==> src/rtl/ysyx_22040895_mem_arbiter_if.sv <==
// Bundle of the fetch, load/store and memory-side signals around the core memory arbiter.
// The arbiter takes the slave view; the surrounding core/memory environment takes the master view.
interface ysyx_22040895_mem_arbiter_if #(
  parameter int unsigned ADDR_W = 64,
  parameter int unsigned DATA_W = 64
);
  logic              if_req_i;
  logic [ADDR_W-1:0] if_addr_i;
  logic              if_rdy_o;
  logic              if_done_o;
  logic [DATA_W-1:0] if_rdata_o;
  logic              if_err_o;

  logic              ls_req_i;
  logic              ls_we_i;
  logic [1:0]        ls_size_i;
  logic [ADDR_W-1:0] ls_addr_i;
  logic [DATA_W-1:0] ls_wdata_i;
  logic              ls_rdy_o;
  logic              ls_done_o;
  logic [DATA_W-1:0] ls_rdata_o;
  logic              ls_err_o;

  logic              mem_req_o;
  logic              mem_we_o;
  logic [1:0]        mem_size_o;
  logic [ADDR_W-1:0] mem_addr_o;
  logic [DATA_W-1:0] mem_wdata_o;
  logic              mem_ack_i;
  logic [DATA_W-1:0] mem_rdata_i;

  modport slave (
    input  if_req_i, if_addr_i,
    output if_rdy_o, if_done_o, if_rdata_o, if_err_o,
    input  ls_req_i, ls_we_i, ls_size_i, ls_addr_i, ls_wdata_i,
    output ls_rdy_o, ls_done_o, ls_rdata_o, ls_err_o,
    output mem_req_o, mem_we_o, mem_size_o, mem_addr_o, mem_wdata_o,
    input  mem_ack_i, mem_rdata_i
  );

  modport master (
    output if_req_i, if_addr_i,
    input  if_rdy_o, if_done_o, if_rdata_o, if_err_o,
    output ls_req_i, ls_we_i, ls_size_i, ls_addr_i, ls_wdata_i,
    input  ls_rdy_o, ls_done_o, ls_rdata_o, ls_err_o,
    input  mem_req_o, mem_we_o, mem_size_o, mem_addr_o, mem_wdata_o,
    output mem_ack_i, mem_rdata_i
  );
endinterface

==> src/rtl/ysyx_22040895_mem_arbiter.sv <==
// Shares the single core memory port between instruction fetch and load/store,
// with LS priority, an IF starvation guard, alignment checking and an ack timeout.
module ysyx_22040895_mem_arbiter #(
  parameter int unsigned ADDR_W        = 64,
  parameter int unsigned DATA_W        = 64,
  parameter int unsigned MAX_LS_STREAK = 4,
  parameter int unsigned TIMEOUT       = 255
) (
  input logic                     clk,
  input logic                     rst,
  ysyx_22040895_mem_arbiter_if.slave bus
);

  localparam int unsigned STREAK_W = $clog2(MAX_LS_STREAK + 1);
  localparam int unsigned TMO_W    = 8;
  localparam logic [STREAK_W-1:0] STREAK_MAX = STREAK_W'(MAX_LS_STREAK);
  localparam logic [TMO_W-1:0]    TMO_LAST   = TMO_W'(TIMEOUT - 1);

  typedef enum logic [1:0] {IDLE, BUSY_IF, BUSY_LS} state_e;

  state_e              state;
  logic [STREAK_W-1:0] streak;
  logic [TMO_W-1:0]    tmo_cnt;

  logic              mem_req_q;
  logic              mem_we_q;
  logic [1:0]        mem_size_q;
  logic [ADDR_W-1:0] mem_addr_q;
  logic [DATA_W-1:0] mem_wdata_q;

  logic              if_done_q, if_err_q, ls_done_q, ls_err_q;
  logic [DATA_W-1:0] if_rdata_q, ls_rdata_q;

  logic grant_if, if_acc, ls_acc, if_mis, ls_mis;

  function automatic logic misaligned(input logic [1:0] size, input logic [2:0] addr);
    case (size)
      2'b01:   misaligned = addr[0];
      2'b10:   misaligned = |addr[1:0];
      2'b11:   misaligned = |addr;
      default: misaligned = 1'b0;
    endcase
  endfunction

  // IF overrides LS priority only when LS is idle or has hogged the port long enough.
  always_comb begin
    grant_if = !bus.ls_req_i || (bus.if_req_i && (streak == STREAK_MAX));
    if_acc   = rst && (state == IDLE) && bus.if_req_i && grant_if;
    ls_acc   = rst && (state == IDLE) && bus.ls_req_i && !grant_if;
    if_mis   = bus.if_addr_i[1:0] != 2'b00;
    ls_mis   = misaligned(bus.ls_size_i, bus.ls_addr_i[2:0]);
  end

  always_ff @(posedge clk or negedge rst) begin
    if (!rst) begin
      state       <= IDLE;
      streak      <= '0;
      tmo_cnt     <= '0;
      mem_req_q   <= 1'b0;
      mem_we_q    <= 1'b0;
      mem_size_q  <= 2'b00;
      mem_addr_q  <= '0;
      mem_wdata_q <= '0;
      if_done_q   <= 1'b0;
      if_err_q    <= 1'b0;
      if_rdata_q  <= '0;
      ls_done_q   <= 1'b0;
      ls_err_q    <= 1'b0;
      ls_rdata_q  <= '0;
    end else begin
      if_done_q  <= 1'b0;
      if_err_q   <= 1'b0;
      if_rdata_q <= '0;
      ls_done_q  <= 1'b0;
      ls_err_q   <= 1'b0;
      ls_rdata_q <= '0;
      case (state)
        IDLE: begin
          if (!bus.if_req_i) streak <= '0;
          if (if_acc) begin
            streak      <= '0;
            mem_we_q    <= 1'b0;
            mem_size_q  <= 2'b10;
            mem_addr_q  <= bus.if_addr_i;
            mem_wdata_q <= '0;
            if (if_mis) begin
              if_done_q <= 1'b1;
              if_err_q  <= 1'b1;
            end else begin
              mem_req_q <= 1'b1;
              state     <= BUSY_IF;
            end
          end else if (ls_acc) begin
            if (bus.if_req_i && (streak != STREAK_MAX)) streak <= streak + STREAK_W'(1);
            mem_we_q    <= bus.ls_we_i;
            mem_size_q  <= bus.ls_size_i;
            mem_addr_q  <= bus.ls_addr_i;
            mem_wdata_q <= bus.ls_wdata_i;
            if (ls_mis) begin
              ls_done_q <= 1'b1;
              ls_err_q  <= 1'b1;
            end else begin
              mem_req_q <= 1'b1;
              state     <= BUSY_LS;
            end
          end
        end
        BUSY_IF, BUSY_LS: begin
          // Ack takes precedence over an expiry in the same cycle.
          if (bus.mem_ack_i) begin
            mem_req_q <= 1'b0;
            tmo_cnt   <= '0;
            state     <= IDLE;
            if (state == BUSY_IF) begin
              if_done_q  <= 1'b1;
              if_rdata_q <= bus.mem_rdata_i;
            end else begin
              ls_done_q  <= 1'b1;
              ls_rdata_q <= mem_we_q ? '0 : bus.mem_rdata_i;
            end
          end else if (tmo_cnt == TMO_LAST) begin
            mem_req_q <= 1'b0;
            tmo_cnt   <= '0;
            state     <= IDLE;
            if (state == BUSY_IF) begin
              if_done_q <= 1'b1;
              if_err_q  <= 1'b1;
            end else begin
              ls_done_q <= 1'b1;
              ls_err_q  <= 1'b1;
            end
          end else begin
            tmo_cnt <= tmo_cnt + TMO_W'(1);
          end
        end
        default: state <= IDLE;
      endcase
    end
  end

  assign bus.if_rdy_o    = if_acc;
  assign bus.ls_rdy_o    = ls_acc;
  assign bus.if_done_o   = if_done_q;
  assign bus.if_err_o    = if_err_q;
  assign bus.if_rdata_o  = if_rdata_q;
  assign bus.ls_done_o   = ls_done_q;
  assign bus.ls_err_o    = ls_err_q;
  assign bus.ls_rdata_o  = ls_rdata_q;
  assign bus.mem_req_o   = mem_req_q;
  assign bus.mem_we_o    = mem_we_q;
  assign bus.mem_size_o  = mem_size_q;
  assign bus.mem_addr_o  = mem_addr_q;
  assign bus.mem_wdata_o = mem_wdata_q;

endmodule

==> src/flat_wrapper.sv <==
// flat-port wrapper written by rule: the top's interface ports become plain ports
module ysyx_22040895_mem_arbiter_flat 
#(
  parameter int unsigned ADDR_W        = 64,
  parameter int unsigned DATA_W        = 64,
  parameter int unsigned MAX_LS_STREAK = 4,
  parameter int unsigned TIMEOUT       = 255
)
  (clk, rst, bus_if_req_i, bus_if_addr_i, bus_if_rdy_o, bus_if_done_o, bus_if_rdata_o, bus_if_err_o, bus_ls_req_i, bus_ls_we_i, bus_ls_size_i, bus_ls_addr_i, bus_ls_wdata_i, bus_ls_rdy_o, bus_ls_done_o, bus_ls_rdata_o, bus_ls_err_o, bus_mem_req_o, bus_mem_we_o, bus_mem_size_o, bus_mem_addr_o, bus_mem_wdata_o, bus_mem_ack_i, bus_mem_rdata_i);
  ysyx_22040895_mem_arbiter_if #(.ADDR_W(ADDR_W), .DATA_W(DATA_W)) bus_i ();
  input logic clk;
  input logic rst;
  input wire logic [$bits(bus_i.if_req_i)-1:0] bus_if_req_i;
  input wire logic [$bits(bus_i.if_addr_i)-1:0] bus_if_addr_i;
  output wire logic [$bits(bus_i.if_rdy_o)-1:0] bus_if_rdy_o;
  output wire logic [$bits(bus_i.if_done_o)-1:0] bus_if_done_o;
  output wire logic [$bits(bus_i.if_rdata_o)-1:0] bus_if_rdata_o;
  output wire logic [$bits(bus_i.if_err_o)-1:0] bus_if_err_o;
  input wire logic [$bits(bus_i.ls_req_i)-1:0] bus_ls_req_i;
  input wire logic [$bits(bus_i.ls_we_i)-1:0] bus_ls_we_i;
  input wire logic [$bits(bus_i.ls_size_i)-1:0] bus_ls_size_i;
  input wire logic [$bits(bus_i.ls_addr_i)-1:0] bus_ls_addr_i;
  input wire logic [$bits(bus_i.ls_wdata_i)-1:0] bus_ls_wdata_i;
  output wire logic [$bits(bus_i.ls_rdy_o)-1:0] bus_ls_rdy_o;
  output wire logic [$bits(bus_i.ls_done_o)-1:0] bus_ls_done_o;
  output wire logic [$bits(bus_i.ls_rdata_o)-1:0] bus_ls_rdata_o;
  output wire logic [$bits(bus_i.ls_err_o)-1:0] bus_ls_err_o;
  output wire logic [$bits(bus_i.mem_req_o)-1:0] bus_mem_req_o;
  output wire logic [$bits(bus_i.mem_we_o)-1:0] bus_mem_we_o;
  output wire logic [$bits(bus_i.mem_size_o)-1:0] bus_mem_size_o;
  output wire logic [$bits(bus_i.mem_addr_o)-1:0] bus_mem_addr_o;
  output wire logic [$bits(bus_i.mem_wdata_o)-1:0] bus_mem_wdata_o;
  input wire logic [$bits(bus_i.mem_ack_i)-1:0] bus_mem_ack_i;
  input wire logic [$bits(bus_i.mem_rdata_i)-1:0] bus_mem_rdata_i;
  assign bus_i.if_req_i = bus_if_req_i;
  assign bus_i.if_addr_i = bus_if_addr_i;
  assign bus_if_rdy_o = bus_i.if_rdy_o;
  assign bus_if_done_o = bus_i.if_done_o;
  assign bus_if_rdata_o = bus_i.if_rdata_o;
  assign bus_if_err_o = bus_i.if_err_o;
  assign bus_i.ls_req_i = bus_ls_req_i;
  assign bus_i.ls_we_i = bus_ls_we_i;
  assign bus_i.ls_size_i = bus_ls_size_i;
  assign bus_i.ls_addr_i = bus_ls_addr_i;
  assign bus_i.ls_wdata_i = bus_ls_wdata_i;
  assign bus_ls_rdy_o = bus_i.ls_rdy_o;
  assign bus_ls_done_o = bus_i.ls_done_o;
  assign bus_ls_rdata_o = bus_i.ls_rdata_o;
  assign bus_ls_err_o = bus_i.ls_err_o;
  assign bus_mem_req_o = bus_i.mem_req_o;
  assign bus_mem_we_o = bus_i.mem_we_o;
  assign bus_mem_size_o = bus_i.mem_size_o;
  assign bus_mem_addr_o = bus_i.mem_addr_o;
  assign bus_mem_wdata_o = bus_i.mem_wdata_o;
  assign bus_i.mem_ack_i = bus_mem_ack_i;
  assign bus_i.mem_rdata_i = bus_mem_rdata_i;
  ysyx_22040895_mem_arbiter #(.ADDR_W(ADDR_W), .DATA_W(DATA_W), .MAX_LS_STREAK(MAX_LS_STREAK), .TIMEOUT(TIMEOUT)) u_core (.clk(clk), .rst(rst), .bus(bus_i));
endmodule
==> config.mk <==
export PLATFORM = sky130hd
export DESIGN_NAME = ysyx_22040895_mem_arbiter_flat
export DESIGN_NICKNAME = d
export VERILOG_FILES = /design/src/rtl/ysyx_22040895_mem_arbiter_if.sv /design/src/rtl/ysyx_22040895_mem_arbiter.sv /design/src/flat_wrapper.sv
export SDC_FILE = /design/constraint.sdc
export NUM_CORES = 1
export LEC_CHECK = 0
export CORE_AREA = 2 2 203 205
export DETAILED_ROUTE_END_ITERATION = 12
export DIE_AREA = 0 0 205 207
export GPL_ROUTABILITY_DRIVEN = 0
export PLACE_DENSITY_LB_ADDON = 0.12
export SKIP_CTS_REPAIR_TIMING = 1
export SYNTH_ARGS = -nofsm -noshare
export SYNTH_HDL_FRONTEND = slang
export SYNTH_SLANG_ARGS = --single-unit
==> constraint.sdc <==
create_clock -name clk -period 2.6 [get_ports clk]
set_input_delay 0.52 -clock clk [delete_from_list [all_inputs] [get_ports clk]]
set_output_delay 0.52 -clock clk [all_outputs]
set_load 0.005 [all_outputs]
==> results by group, run 1 <==
Setup path
  • Maximum fanout count along the critical path: 20
  • Critical path data required time: between 2 and 2.5 ns
  • Critical path cell sequence: dlygate4sd3_1 -> buf_8 -> and3_1 -> nand2b_2 -> inv_4 -> dlymetal6s2s_1
  • Endpoint kind of the worst setup timing path: output port
  • Signal arrival time at the worst endpoint: between 1.5 and 2 ns
  • Critical path launch point type: primary input
  • Slowest-stage cell, CP: dlygate4sd3_1
  • Kind of critical path: primary input to output port
  • Max incr delay on CP: roughly 0.57 ns

Logic synthesis
  • Combinational family with the most area after synthesis: simple AND/OR/NAND/NOR gates
  • Synthesized netlist cell count: between 1000 and 1500
  • Synthesized cell area: 10500 um^2
  • Most numerous cell types in the synthesized netlist: nand2_1 (328), dfrtp_1 (277), nor2_1 (192)
  • Count of warnings emitted by yosys: 0
  • Number of distinct standard cells referenced by the synthesized netlist: 40
  • Average instance area after synthesis: ~10 um^2
  • Cell with the most instances after synthesis: nand2_1
  • Share of Yosys cell area claimed by the top area cell type: 65.7%
  • Net count after synthesis: about 1400
  • Flip-flop and latch count after synthesis: between 200 and 300
  • Ys async rst share: between 90% and 100%
  • Sequential area share after synthesis: roughly two thirds
  • Xor and xnor area share after synthesis: less than 1%
  • Simple-gate share of the synthesized area: between 20% and 30%
  • Portion of netlist area occupied by mux cells: less than 1%
  • Post-synthesis cell type with the largest combined area: dfrtp_1
  • Most common flop cell mapped by yosys: dfrtp_1
  • Number of enable flip-flop cells after synthesis: 0
  • Area contributors post-synth: dfrtp_1 (66%), nand2_1 (12%), nor2_1 (6.8%)
  • Area fraction in compound gates after synthesis: under 10%
  • Adder and majority gate portion of the synthesized area: less than 1%

Clock tree
  • Maximum clock path buffer count: 3
  • Worst-Skew Late Latency: ~0.52 ns
  • Clock-pin slew reported for the worst setup and hold paths after clock tree synthesis: 0.05 ns
  • Max H-tree Level: 2
  • Sink count of the clock tree: approximately 280
  • Total CTS buffers: 34
  • Clock root buffer: clkbuf_16
  • Clock tree from TritonCTS: built

Routing
  • Vias per cell: 4.40
  • Initial DRC count: approximately 470
  • Final ANT Viol Nets: 0
  • Vias: ~9500
  • Final routed wirelength across all metal layers: 40800 um
  • DRC errors left: 0
  • Detailed-routing iteration count for the pre-antenna-repair pass: 4
  • Wirelength per Cell: 18.8 um

Global route
  • Pin count of the biggest net entering global routing: between 100 and 150
  • Via count of the first global-routing pass: approximately 10000
  • Total global routing overflow: 0
  • First-pass GRT wire length: between 60000 and 70000 um
  • Global-route usage over all layers: 18.9%
  • Number of antenna violations at the first check in global routing: 7

Timing
  • Accumulated negative setup slack: 0 ns
  • Tcrit/Tclk final: roughly 92%
  • Final-report hold violation count: 0
  • Setup repair after global routing missed its margin: false
  • Final slew viol count: 0
  • Setup violations, final: 0
  • Tmin final: between 2 and 2.5 ns
  • Fmax: 418 MHz
  • Rel. slew slack: 39.2%
  • Clock skew after layout: 0.0119 ns
  • Worst hold margin: 0.413 ns
  • Pin slew with the least headroom to its limit: about 0.91 ns

Power
  • Total power density per cell area: about 1000 nW/um^2
  • Leak pwr: 7.70 nW
  • Worst-case vdd ir drop: about 0.55 mV
  • Post-layout total power: approximately 18 mW

Worst hold path
  • Class of the worst hold path: primary input to async pin

Floorplan
  • Die Width: between 200 and 250 um
  • Overall die height: 207 um
  • Number of top-level pins: 530
  • Initial standard-cell utilization of the core: 26.1%
  • Placement row count: between 70 and 80
  • Die Footprint: ~42000 um^2
  • Placeable core area: just over 40000 um^2

Finish
  • FILL cells: between 4000 and 5000
  • Fraction of layout instances using a drive strength above 1: under 10%
  • Area growth, synth to finish: 68.0%
  • Nets@finish: between 1500 and 2000
  • Final non-filler cell total: around 2200
  • Final core occ: between 40% and 50%

Placed design
  • # placed instances: approximately 2100
  • HPWL after DPL: between 20000 and 30000 um
  • Number of buffers added on ports: roughly 530

Job
  • Max-cap violations: 0

Outcome
  • Run status: finished clean
per-layer routing:
metal | GRT usage [%] | vias to the layer above | wire length, um
met3 | 7.90 | 66 | 4360
met4 | 6.57 | 6 | 1070
met5 | 0 | - | 35
met1 | 21.9 | 4550 | 15800
met2 | 31.2 | 356 | 19500
li1 | - | 4560 | -
state kept, by name, summed over array words and instances (netlist names):
| name | cells |
|---|---|
| u_core.bus.mem_req_o | 1 |
| u_core.tmo_cnt | 8 |
| u_core.bus.ls_rdata_o | 64 |
| u_core.bus.mem_we_o | 1 |
| u_core.bus.mem_wdata_o | 64 |
| u_core.bus.ls_err_o | 1 |
| u_core.streak | 3 |
| u_core.bus.mem_addr_o | 64 |
| u_core.bus.if_err_o | 1 |
| u_core.bus.if_rdata_o | 64 |
| u_core.bus.ls_done_o | 1 |
| u_core.bus.if_done_o | 1 |
| u_core.bus.mem_size_o | 2 |
| u_core.state | 2 |
worst paths after layout:
path                            cells after the start                                      to  slack [ns]                                  start
max in group asynchronous                           4   u_core.bus.mem_addr_o[40]$_DFFE_PN0P_        0.65                                    rst
min in group clk                                    2   u_core.bus.mem_wdata_o[9]$_DFFE_PN0P_        0.48  u_core.bus.mem_wdata_o[9]$_DFFE_PN0P_
worst min-delay path                                2  u_core.bus.mem_wdata_o[63]$_DFFE_PN0P_        0.41                                    rst
worst max-delay path                                6                            bus_if_rdy_o        0.21                                    rst
worst max register to register                      9   u_core.bus.mem_addr_o[20]$_DFFE_PN0P_        0.43            u_core.state[1]$_DFFE_PN0P_
worst min register to register                      2   u_core.bus.mem_wdata_o[9]$_DFFE_PN0P_        0.48  u_core.bus.mem_wdata_o[9]$_DFFE_PN0P_
worst max-delay path, delay by kind of cell:
kind | cells | cell delay (ns)
simple gates | 2 | 0.31
buf+inv | 4 | 1.03
cell type report:
type,instances,area [um^2],share of cell area (%)
Antenna cell,5,12.5,0.0706
Clock buffer,52,1020,5.77
Clock inverter,6,83.8,0.473
Inverter,12,47.5,0.268
Multi-Input combinational cell,723,3280,18.5
Sequential cell,277,6930,39.1
Tap cell,532,666,3.76
Timing Repair Buffer,562,5680,32.0
metrics by stage:
| step | setup WS [ns] | instance area [um^2] |
|---|---|---|
| 2_1_floorplan | 0.686 | 10500 |
| 3_3_place_gp | 0.0920 | 16600 |
| 3_5_place_dp | 0.100 | 16600 |
| 4_1_cts | -0.275 | 17700 |
| 5_1_grt | 0.120 | 17700 |
| 6_report | 0.208 | 17700 |
where the power goes:
part,internal [mW],switching [mW],total [mW]
Combinational,3.67,3.31,6.98
Clock,2.90,1.85,4.76
Sequential,5.68,0.653,6.33
Total,12.2,5.82,18.1
logic make-up (layout without fill, tap and decap cells):
logic type | Yosys count | after routing
DFF | 277 | 277
and+or+nand+nor | 545 | 545
muxes | 4 | 4
adders and majority gates | 7 | 7
buffers and inverters | 85 | 632
xor gates and xnor gates | 1 | 1
other | 0 | 5
AOI/OAI and AO/OA | 166 | 166
placed cells by master, fill, tap and decap left out, drive strengths merged, types with 5 or more instances in the layout:
cell / netlist / routed
dfrtp: 277 / 277
a31oi: 62 / 62
nor2: 192 / 192
o21ai: 75 / 75
a21oi: 9 / 9
clkbuf: 53 / 52
buf: 20 / 33
diode: 0 / 5
nand2b: 6 / 6
nand2: 328 / 328
inv: 12 / 13
nand3: 6 / 6
ha: 7 / 7
clkdlybuf4s50: 0 / 526
Power figures use the tool's default switching activity.
==> inputs of run 2 (changes only) <==
TNS_END_PERCENT = 30   (was default)
==> results of run 2 <==
No change in the layout: final DEF, timing and power equal those of run 1.
==> RTL edit, RTL diff (settings of run 1) <==
Make the reset (`rst`) synchronous in one clocked block.
--- a/src/rtl/ysyx_22040895_mem_arbiter.sv
+++ b/src/rtl/ysyx_22040895_mem_arbiter.sv
@@ -51,7 +51,7 @@
     ls_mis   = misaligned(bus.ls_size_i, bus.ls_addr_i[2:0]);
   end
 
-  always_ff @(posedge clk or negedge rst) begin
+  always_ff @(posedge clk) begin
     if (!rst) begin
       state       <= IDLE;
       streak      <= '0;
Formal check against the unedited RTL: not equivalent (Yosys sat finds a counterexample within 4 cycles, from zero or initial values and one cycle with rst low; the reset may be asserted at any time).
==> RTL edit against run 1 <==
Wire length fell by 15%; synthesized area fell by 10%; count of clock-buffer cells in the layout rose by 1; worst setup slack got worse by 0.075 ns; die area did not move; design area fell by 6.2%; sequential cell count did not move; critical path type is now flop to output pin.
Power is not compared: it rests on default switching activity, and its combinational part moved more than twofold at a synthesized area within 25%.
==> RTL edit: results (changes against run 1) <==
metric	value	unit	change
Compound-Gate Fraction of Synth Area	12.0	%	+2.6 points
top routing layer in use	met4		
Hold Slack	0.453	ns	+0.0400 ns
WL/cell	17.2	um	-8.4%
largest net degree at the start of global routing	82		-26%
met2 Use GR	27.6	%	-3.6 points
Synth cell types	39		-2.5%
Placed Cells	1943		-7.7%
max_slew headroom	33.8	%	-5.4 points
skew final	0.0177	ns	+0.00577 ns
syn_area_per_cell	10.3	um2	+6.3%
Setup crit start kind	flop		
post-route insts no fill	2004		-7.6%
asr flop ratio synth	0	%	-100 points
M1 GR Usage	17.1	%	-4.7 points
Synth Area in Adders	1.06	%	+0.23 points
synth cell count leaders	dfxtp_1, nor2_1, and2_1, a211oi_1, mux2i_1		
HPWL after DPL	25700	um	-11%
TritonCTS Buffers	35		+2.9%
met3 wire length	3010	um	-31%
worst r2r dst	u_core.bus.mem_addr_o[33]		
first-pass GRT wire length	51200	um	-16%
Worst Path Max Fanout	4		-80%
layout cells sized above 1	6.19	%	+0.49 points
vias in the first global route	8515		-12%
met2 WL	17000	um	-13%
sequential share of the synthesized area	58.7	%	-7.1 points
Reg-to-Reg Start	u_core.streak[0]		
flop-to-flop setup slack	0.40	ns	-0.03 ns
Post-Synth XOR/XNOR Area	0.556	%	+0.47 points
Worst R2R Path Depth	10		+1
met3 GRT Util	5.71	%	-2.2 points
Area contributors post-synth	dfxtp_1, and2_1, mux2i_1		
ys flop type	dfxtp_1		
initial antenna violation count	0		-7
post-synthesis mux area share	6.78	%	+6.4 points
M1 WL	13400	um	-15%
worst hold path class	flop to flop		
status	finished, final reports clean		
# nets final	1720		-8.6%
routed vias	8415		-12%
==> RTL edit: final cells by class <==
class | count | area, um2
clock buffer | 53 | 1020
sequential | 277 | 5550
timing repair buffer | 561 | 5700
antenna | 1 | 2.50
multi-input combinational | 562 | 3560
inverter | 11 | 45.0
clock inverter | 7 | 81.3
tap | 532 | 666
fill | 4041 | 23700
==> RTL edit: metrics by stage <==
stage	area (um2)	setup slack (ns)	util, %	total power, mW	setup TNS (ns)
3_3_place_gp	15500	-0.0928	38.4	6.38	-0.0928
4_1_cts	16600	-0.294	41.2	11.2	-0.542
5_1_grt	16600	0.0235	41.2	11.5	0
3_5_place_dp	15500	-0.0869	38.4	6.39	-0.0869
6_report	16600	0.133	41.2	11.0	0
2_1_floorplan	9450	0.639	-	5.28	0
==> RTL edit: critical path, stage by stage, from the launching register on <==
cell and delay [ns]:
dfxtp_1 0.37, inv_1 0.06, ha_1 0.24, a21boi_1 0.20, nand2b_4 0.16, or2_4 0.13
clkinv_2 0.05, dlymetal6s2s_1 0.22
